$ cat src/rtl/alu_param.sv
// Multi-cycle ALU with a shift-add multiplier and a small scratch memory.
// One operation in flight at a time; done pulses for one cycle on completion.
module alu_param #(
  parameter int DW    = 8,
  parameter int DEPTH = 32,
  parameter int AW    = $clog2(DEPTH)
) (
  input  logic            clk,
  input  logic            reset_n,
  input  logic            start,
  input  logic [3:0]      op,
  input  logic [DW-1:0]   A,
  input  logic [DW-1:0]   B,
  input  logic [AW-1:0]   addr,
  output logic            busy,
  output logic            done,
  output logic [2*DW-1:0] result,
  output logic            err
);

  localparam int RW = 2 * DW;
  localparam int CW = $clog2(DW) + 1;

  localparam logic [1:0] S_IDLE = 2'd0;
  localparam logic [1:0] S_EXEC = 2'd1;
  localparam logic [1:0] S_MUL  = 2'd2;

  logic [1:0]    state_q, state_d;
  logic [3:0]    op_q, op_d;
  logic [DW-1:0] a_q, a_d;
  logic [DW-1:0] b_q, b_d;
  logic [AW-1:0] addr_q, addr_d;
  logic [RW-1:0] acc_q, acc_d;
  logic [RW-1:0] mcand_q, mcand_d;
  logic [CW-1:0] cnt_q, cnt_d;
  logic [RW-1:0] result_q, result_d;
  logic          done_q, done_d;
  logic          err_q, err_d;
  logic          mem_we;
  logic [RW-1:0] acc_next;
  logic [RW-1:0] mem_q [DEPTH];

  always_comb begin
    state_d  = state_q;
    op_d     = op_q;
    a_d      = a_q;
    b_d      = b_q;
    addr_d   = addr_q;
    acc_d    = acc_q;
    mcand_d  = mcand_q;
    cnt_d    = cnt_q;
    result_d = result_q;
    done_d   = 1'b0;
    err_d    = err_q;
    mem_we   = 1'b0;
    acc_next = b_q[0] ? (acc_q + mcand_q) : acc_q;

    case (state_q)
      S_IDLE: begin
        if (start) begin
          op_d    = op;
          a_d     = A;
          b_d     = B;
          addr_d  = addr;
          acc_d   = '0;
          mcand_d = RW'(A);
          cnt_d   = '0;
          err_d   = 1'b0;
          state_d = (op == 4'b0100) ? S_MUL : S_EXEC;
        end
      end
      S_EXEC: begin
        state_d = S_IDLE;
        done_d  = 1'b1;
        case (op_q)
          4'b0001: result_d = RW'(a_q) + RW'(b_q);
          4'b0010: result_d = RW'(a_q) & RW'(b_q);
          4'b0011: result_d = RW'(a_q) ^ RW'(b_q);
          4'b0101: result_d = RW'(a_q) + (RW'(b_q) << 1);
          4'b0110: result_d = RW'(a_q) << 1;
          4'b0111: result_d = RW'(a_q) + (RW'(a_q) << 1);
          4'b1000: result_d = mem_q[addr_q];
          4'b1001: mem_we   = 1'b1;
          4'b0000, 4'b0100, 4'b1111: result_d = result_q;
          default: err_d    = 1'b1;
        endcase
      end
      S_MUL: begin
        // b_q shifts right as the multiplier; mcand_q shifts left as the multiplicand.
        acc_d   = acc_next;
        mcand_d = mcand_q << 1;
        b_d     = b_q >> 1;
        cnt_d   = cnt_q + CW'(1);
        if (cnt_q == CW'(DW - 1)) begin
          result_d = acc_next;
          done_d   = 1'b1;
          state_d  = S_IDLE;
        end
      end
      default: state_d = S_IDLE;
    endcase
  end

  always_ff @(posedge clk or negedge reset_n) begin
    if (!reset_n) begin
      state_q  <= S_IDLE;
      op_q     <= '0;
      a_q      <= '0;
      b_q      <= '0;
      addr_q   <= '0;
      acc_q    <= '0;
      mcand_q  <= '0;
      cnt_q    <= '0;
      result_q <= '0;
      done_q   <= 1'b0;
      err_q    <= 1'b0;
    end else begin
      state_q  <= state_d;
      op_q     <= op_d;
      a_q      <= a_d;
      b_q      <= b_d;
      addr_q   <= addr_d;
      acc_q    <= acc_d;
      mcand_q  <= mcand_d;
      cnt_q    <= cnt_d;
      result_q <= result_d;
      done_q   <= done_d;
      err_q    <= err_d;
    end
  end

  always_ff @(posedge clk or negedge reset_n) begin
    if (!reset_n) begin
      for (int i = 0; i < DEPTH; i++) mem_q[i] <= '0;
    end else if (mem_we) begin
      mem_q[addr_q] <= result_q;
    end
  end

  assign busy   = (state_q != S_IDLE);
  assign done   = done_q;
  assign result = result_q;
  assign err    = err_q;

endmodule

$ cat config.mk
export PLATFORM = sky130hd
export DESIGN_NAME = alu_param
export DESIGN_NICKNAME = d
export VERILOG_FILES = /design/src/rtl/alu_param.sv
export SDC_FILE = /design/constraint.sdc
export NUM_CORES = 1
export LEC_CHECK = 0
export ABC_CLOCK_PERIOD_IN_PS = 3500
export BUFFER_PORTS_ARGS = -buffer_cell sky130_fd_sc_hd__buf_2
export CORE_ASPECT_RATIO = 0.7
export CORE_MARGIN = 1.5
export CORE_UTILIZATION = 40
export CTS_CLUSTER_SIZE = 10
export DETAILED_ROUTE_END_ITERATION = 10
export PLACE_DENSITY = 0.52
export SLEW_MARGIN = 25
export SYNTH_ARGS = -nofsm -noshare
export SYNTH_HDL_FRONTEND = slang
export SYNTH_SLANG_ARGS = --single-unit
$ cat constraint.sdc
create_clock -name clk -period 3.5 [get_ports clk]
set_input_delay 0.525 -clock clk [delete_from_list [all_inputs] [get_ports clk]]
set_output_delay 0.525 -clock clk [all_outputs]
set_load 0.1 [all_outputs]
==> metrics.txt, run 1 <==
cts hold-fix bufs 1; Rows 81; count of routing violations after the opening detailed-route iteration 1137; worst reg2reg path startpoint addr_q[0]; number of top-level design ports 47; xor/xnor cell area share of the yosys netlist less than 1%; Final TNS setup 0 ns; Critical Path Sink Type flop; Initial Utilization approximately two fifths; half-perimeter wire length of the detailed placement result ~57000 microns; max_slew headroom between 30% and 40%; Root Driver sky130_fd_sc_hd__clkbuf_16; count of final setup violators 0; depth of the most critical reg-to-reg path 6; clock buffers created by TritonCTS 69; worst-case register-to-register setup slack between 0.3 and 0.4 ns; number of maximum-capacitance constraint violations 0; Detailed Route WL roughly 84000 microns; top_reg_cell synth sky130_fd_sc_hd__dfrtp_1; Critical Path Source Type flop; count of fill cells added during filler insertion between 6000 and 7000; leak pwr between 15 and 20 nW; CTS tree yes; run status complete, no violations; Crit Reg-Reg Endpoint result[1]; Post-CTS Resized 0; Synthesis Warnings 0; number of remaining DRC errors 0; final design instance area without fill 0.0322 sq mm; Post-Syn Instances around 2000; number of hold-slack violations in the final timing report 0; average wire per cell in the routed design 27.3 microns; class of the worst hold path in -> reg; GR Util met1 34.2%; nets@finish 2178; total global routing overflow 0; share of the synthesized area in compound gates (AO/OA/AOI/OAI) ~6.7%; number of antenna violations at the first check in global routing 3; I/O Buffers 46; Synth async-reset ratio 100%; number of instances on the worst hold path 2; fin. max-slew vios 0; critical path data arrival time 3.59 ns; TritonCTS sink count between 500 and 600; worst-case clock skew between 0.02 and 0.025 ns; insertion delay to the later sink of the worst-skew pair roughly 0.63 ns; final cycle utilization of the critical path between 80% and 90%; GR Util met3 8.00%; total global-route track usage 23.5%; DR pass1 iterations 5; proportion of synthesized area in mux cells roughly a third; antenna-violating nets left 0; Core Area approximately 0.070 sq mm; worst voltage drop across the vdd grid roughly 0.36 mV; average cell area after synthesis ~14 sq um; sequential cell area fraction in the yosys report approximately half; die area 0.0733 sq mm; final worst hold slack approximately 0.14 ns; post-synthesis share of cell area spent on and, or, nand and nor gates approximately 3.8%; cell area after placement 0.0304 sq mm; first-pass GRT wire length 126000 microns; number of setup buffers added after CTS 0; RSZ-0062 raised after global routing no; Min-Delay Startpoint addr[3]; worst hold path endpoint addr_q[3]; register area approximately 0.015 sq mm; crit path max fanout 38; count of flip-flops with a built-in enable after synthesis 0; Highest Clock Rate roughly 320 MHz; CP Class reg -> reg; DR vias/cell around 5.8; maximum buffer depth of the clock tree 3; area of the multi-input gates between 0.01 and 0.015 sq mm; #FFs+latches synth slightly below 600; area delta synth->final 12.5%; via count of the first global-routing pass approximately 19000; Mapped Nets ~2100; global placement routability congestion between 0.8 and 0.9; slew at the pin closest to its max-slew limit between 0.9 and 1 ns; number of vias in the routed layout 17900; H-tree levels 3; largest net degree at the start of global routing around 130; highest-utilization routing layer at the global route stage met1; die outline height approximately 230 microns; final std cells w/o fill a little over 3000; floorplan die width around 320 microns; Netlist cell types between 60 and 70; cell area after synthesis roughly 0.029 sq mm; Power Density between 700 and 800 mW/mm^2; Cells after DPL 2993; fraction of final layout cells with drive strength greater than 1 roughly 44%; arithmetic-cell share of the synthesized area counting full adders, half adders and majority gates 1.78%; CTS clk-pin slew, worst paths around 0.050 ns; combinational family with the most area after synthesis multiplexers; overall power after layout roughly 24 mW; global routing usage on met2 around 34%; WP data required a little under 4 ns; Final min period roughly 3.1 ns
-- registers in the layout (all words and copies together) (netlist names) --
name / flops
addr_q: 5
op_q: 4
state_q: 2
a_q: 8
done: 1
result: 16
mem_q: 512
acc_q: 16
b_q: 8
mcand_q: 16
err: 1
cnt_q: 4
-- layout by cell type, fill, tap and decap left out, types with 13 or more instances in the layout --
master and instances:
sky130_fd_sc_hd__dfrtp_1 591, sky130_fd_sc_hd__inv_1 14, sky130_fd_sc_hd__buf_4 103, sky130_fd_sc_hd__nand2_1 70, sky130_fd_sc_hd__mux4_2 127, sky130_fd_sc_hd__a22oi_1 70, sky130_fd_sc_hd__nand2_2 16, sky130_fd_sc_hd__clkbuf_16 70
sky130_fd_sc_hd__a21oi_1 55, sky130_fd_sc_hd__o21ai_0 63, sky130_fd_sc_hd__nor2_1 62, sky130_fd_sc_hd__mux2_2 537, sky130_fd_sc_hd__buf_12 13, sky130_fd_sc_hd__buf_2 45, sky130_fd_sc_hd__mux2i_1 37, sky130_fd_sc_hd__ha_1 35
sky130_fd_sc_hd__nand4_1 17
-- cells in the mapped netlist (3+ instances only) --
cell                          n  share of area [%]
sky130_fd_sc_hd__nand2b_1     4              0.087
sky130_fd_sc_hd__buf_6       12               0.47
sky130_fd_sc_hd__a2bb2oi_1    3              0.092
sky130_fd_sc_hd__a22oi_1     70                1.8
sky130_fd_sc_hd__o21ai_1      5              0.087
sky130_fd_sc_hd__dfrtp_1    593                 52
sky130_fd_sc_hd__buf_2       42               0.73
sky130_fd_sc_hd__nor2b_1      6               0.13
sky130_fd_sc_hd__fa_1         3               0.21
sky130_fd_sc_hd__a21oi_1     55               0.96
sky130_fd_sc_hd__inv_1       14               0.18
sky130_fd_sc_hd__buf_4        8               0.21
sky130_fd_sc_hd__nor3b_1      3              0.079
sky130_fd_sc_hd__clkbuf_1    90                1.2
sky130_fd_sc_hd__o21ai_0     63                1.1
sky130_fd_sc_hd__buf_1        9               0.12
sky130_fd_sc_hd__a211oi_1     8               0.21
sky130_fd_sc_hd__ha_1        36                1.6
sky130_fd_sc_hd__o22ai_1      4              0.087
sky130_fd_sc_hd__nand4_1     17               0.37
sky130_fd_sc_hd__nand3_1     11               0.19
sky130_fd_sc_hd__and2_1       4              0.087
sky130_fd_sc_hd__nand2_1     70               0.92
sky130_fd_sc_hd__mux2i_1     37                1.3
sky130_fd_sc_hd__and3b_1      4               0.12
sky130_fd_sc_hd__o211ai_1     5               0.13
sky130_fd_sc_hd__xor2_1       8               0.24
sky130_fd_sc_hd__a221oi_1    10               0.31
sky130_fd_sc_hd__xnor2_1     11               0.34
sky130_fd_sc_hd__and3_1       8               0.17
sky130_fd_sc_hd__nor3_1      11               0.19
sky130_fd_sc_hd__a31oi_1     10               0.22
sky130_fd_sc_hd__a21o_1       7               0.18
sky130_fd_sc_hd__nor2_1      62               0.81
sky130_fd_sc_hd__o21a_1       8               0.21
sky130_fd_sc_hd__a22o_1      11               0.34
sky130_fd_sc_hd__o21bai_1     5               0.13
sky130_fd_sc_hd__nand2_2     16               0.35
sky130_fd_sc_hd__mux4_2     127                 10
sky130_fd_sc_hd__mux2_2     537                 21
-- metal layers --
metal | share of wire [%] | vias to the layer above
li1 | - | 7787
met1 | 48 | 9638
met2 | 43 | 407
met3 | 7.6 | 106
met4 | 1.9 | 4
met5 | 0.032 | -
-- report_power, final --
part / switching, mW / internal (mW)
registers: 0.950 / 7.87
logic: 5.49 / 3.30
clock network: 2.80 / 3.59
-- stage by stage --
step / util [%] / setup slack, ns
2_1_floorplan: - / 0.397
3_3_place_gp: 43.2 / 0.477
3_5_place_dp: 43.2 / 0.469
4_1_cts: 45.8 / 0.450
5_1_grt: 45.8 / 0.249
6_report: 45.9 / 0.392
-- worst max-delay path: stages, from the launching register on --
cell                       delay (ns)
sky130_fd_sc_hd__dfrtp_4         0.63
sky130_fd_sc_hd__buf_12          0.34
sky130_fd_sc_hd__mux4_2          0.57
sky130_fd_sc_hd__a22oi_1         0.49
sky130_fd_sc_hd__nand4_1         0.37
sky130_fd_sc_hd__a221oi_1        0.40
sky130_fd_sc_hd__o21ai_1         0.11
-- how the worst max path moves through the flow --
| stage | start | to | slack, ns |
|---|---|---|---|
| 4_1_cts | op_q[3] | result[9] | 0.45 |
| 3_3_place_gp | op_q[3] | result[7] | 0.48 |
| 3_5_place_dp | op_q[3] | result[7] | 0.47 |
| 5_1_grt | addr_q[0] | result[1] | 0.25 |
| 2_1_floorplan | op_q[2] | result[7] | 0.40 |
| 6_report | addr_q[0] | result[1] | 0.39 |
-- cell type report --
type                            count  area share [%]
Sequential cell                   593            46.0
Inverter                           14           0.163
Clock buffer                       75            5.49
Clock inverter                      7           0.314
Antenna cell                        1         0.00776
Multi-Input combinational cell   1270            40.3
Timing Repair Buffer              163            3.98
Tap cell                          954            3.70
-- cell families after synthesis --
kind of cell / after synthesis
muxes: 702
DFF: 593
AOI/OAI and AO/OA: 287
and+or+nand+nor: 223
buffers and inverters: 177
adders and majority gates: 39
xor gates and xnor gates: 19
No activity file was read; power rests on OpenSTA's default activity.
==> inputs of run 2 (changes only) <==
- CELL_PAD_IN_SITES_DETAIL_PLACEMENT: unset -> 0
- CELL_PAD_IN_SITES_GLOBAL_PLACEMENT: unset -> 1
- PLACE_DENSITY: 0.52 -> 0.6
==> run 2 against run 1 <==
Effect of this change: via count grew 1.3%; utilization shrank 0.071 points; final cell count down 0.32%; first-iteration DRC count increased by 38%; worst setup slack got worse by 0.026 ns; critical endpoint is now result[9]; largest cell class unchanged.
==> metrics.txt, run 2 (synthesis gave the netlist of run 1 again) <==
run status complete, no violations; fin. max-slew vios 0; depth of the most critical reg-to-reg path 12; number of antenna violations at the first check in global routing 0; crit path max fanout 3; CTS tree yes; number of maximum-capacitance constraint violations 0; worst-case clock skew 0.0281 ns; fraction of final layout cells with drive strength greater than 1 43.9%; WP data required 3.97 ns; slew at the pin closest to its max-slew limit 1.05 ns; Final TNS setup 0 ns; overall power after layout ~24 mW; via count of the first global-routing pass between 15000 and 20000; relative contribution of combinational cells to total power around 37%; Post-CTS Resized 0; max_slew headroom between 20 and 30%; nets@finish between 2000 and 2500; Initial Utilization about two fifths; Reg power frac between 30% and 40%; average wire per cell in the routed design about 28 microns; total global routing overflow 0; largest net degree at the start of global routing between 90 and 100; critical path data arrival time 3.61 ns; register area ~0.015 sq mm; commonest non-fill, non-tap cells in the layout sky130_fd_sc_hd__dfrtp_1, sky130_fd_sc_hd__mux2_2, sky130_fd_sc_hd__mux4_2; half-perimeter wire length of the detailed placement result between 50000 and 60000 microns; first-pass GRT wire length 128000 microns; CTS clk-pin slew, worst paths approximately 0.05 ns; Critical Path Source Type flop; net switching power about 9.1 mW; RSZ-0062 raised after global routing no; Core Area approximately 0.070 sq mm; count of final setup violators 0; number of top-level design ports 47; antenna-violating nets left 0; max FFs per register 512; clock network fraction of design power 26.8%; Final min period 3.13 ns; final cycle utilization of the critical path about nine tenths; H-tree levels 3; DR vias/cell 5.93; Critical Path Most Common Cell sky130_fd_sc_hd__nand2_1; global placement routability congestion 0.894; antenna cell count 0; floorplan die width 323 microns; Detailed Route WL between 80000 and 90000 microns; CP Class reg -> reg; switching fraction of total power between 30% and 40%; most common library cell in the layout ignoring fill and taps sky130_fd_sc_hd__dfrtp_1; TritonCTS sink count just under 600; clock buffers created by TritonCTS 69; number of hold-slack violations in the final timing report 0; insertion delay to the later sink of the worst-skew pair roughly 0.62 ns; cell-by-cell trace of the critical path and3b_1 -> nand2_1 -> mux2_2 -> ha_1 -> fa_1 -> nand3_1 -> nand2_1 -> a31o_2 -> a21oi_1 -> o31ai_1 -> a221oi_1 -> o21ai_0; cell-internal power about 15 mW; Critical Path Sink Type flop; I/O Buffers 46; Root Driver sky130_fd_sc_hd__clkbuf_16; count of fill cells added during filler insertion ~6300; class of the worst hold path in -> reg; number of instances on the worst hold path 2; number of remaining DRC errors 0; die area roughly 0.073 sq mm; maximum buffer depth of the clock tree 3; DR pass1 iterations 5; area of the multi-input gates roughly 0.013 sq mm; Rows 81; number of vias in the routed layout 18200; Power Density roughly 740 mW/mm^2; register name with the most flops mem_q; count of routing violations after the opening detailed-route iteration around 1600; delay of the slowest cell on the worst path ~0.45 ns; leak pwr approximately 15 nW; Highest Clock Rate around 320 MHz; Cells after DPL slightly below 3000; area delta synth->final 12.3%; worst voltage drop across the vdd grid about 0.42 mV; final std cells w/o fill just over 3000; total global-route track usage between 20% and 30%; die outline height about 230 microns; Slowest cell on crit path sky130_fd_sc_hd__fa_1
## run 2: changes by cell type in the layout (fill, tap and decap cells not counted), sizes merged
cell,before,now
diode,1,0
clkinv,2,1
buf,162,152
clkbuf,75,77
## run 2: stage by stage
| step | instance area, sq um | setup slack [ns] | utilization (%) | hold slack, ns |
|---|---|---|---|---|
| 2_1_floorplan | 28700 | 0.397 | - | 0.229 |
| 3_3_place_gp | 30300 | 0.472 | 43.1 | 0.481 |
| 3_5_place_dp | 30300 | 0.450 | 43.1 | 0.487 |
| 4_1_cts | 32200 | 0.410 | 45.8 | 0.117 |
| 5_1_grt | 32200 | 0.258 | 45.8 | 0.129 |
| 6_report | 32200 | 0.366 | 45.8 | 0.149 |
## run 2: layer usage
metal  up-vias  share of wire (%)  wire, microns  track usage, %
li1       7801                  -              -               -
met1      9736                 49          42400            37.2
met3       126                6.4           5510            5.29
met5         -              0.091             78           0.784
met2       509                 42          36000            33.6
met4         2                2.5           2160            6.75
## run 2: power groups by stage
| stage | Clock, mW | Combinational (mW) | Sequential, mW |
|---|---|---|---|
| 2_1_floorplan | 0 | 5.53 | 9.09 |
| 3_3_place_gp | 0 | 8.64 | 8.85 |
| 3_5_place_dp | 0 | 8.68 | 8.88 |
| 4_1_cts | 6.55 | 8.72 | 8.77 |
| 5_1_grt | 6.82 | 9.38 | 8.89 |
| 6_report | 6.40 | 8.75 | 8.75 |
## run 2: final cells by class
| cell class | count | share of cell area (%) |
|---|---|---|
| sequential | 593 | 46.1 |
| multi-input combinational | 1270 | 40.4 |
| clock buffer | 77 | 5.59 |
| timing repair buffer | 153 | 3.91 |
| tap | 954 | 3.71 |
| inverter | 14 | 0.163 |
| clock inverter | 6 | 0.152 |
## run 2: worst paths after layout
kind / end / slack, ns / from
hold / removal: addr_q[3] / 0.15 / addr[3]
setup reg to reg: result[9] / 0.37 / op_q[3]
setup / recovery: result[9] / 0.37 / op_q[3]
max in group asynchronous: mem_q[406] / 2.08 / reset_n
min in group asynchronous: mem_q[255] / 0.46 / reset_n
hold reg to reg: mem_q[411] / 0.50 / mem_q[411]
## run 2: critical path: cells and delay by family, from the launching register on
kind / cells / cell delay, ns
AOI/OAI and AO/OA: 5 / 0.96
adders and majority gates: 2 / 0.68
DFF: 1 / 0.38
muxes: 1 / 0.28
and+or+nand+nor: 4 / 0.68
## run 2: what timing repair did
action	CTS	global route
hold buffers	1	0
endpoints found under the hold margin	48	0
buffers inserted	0	0
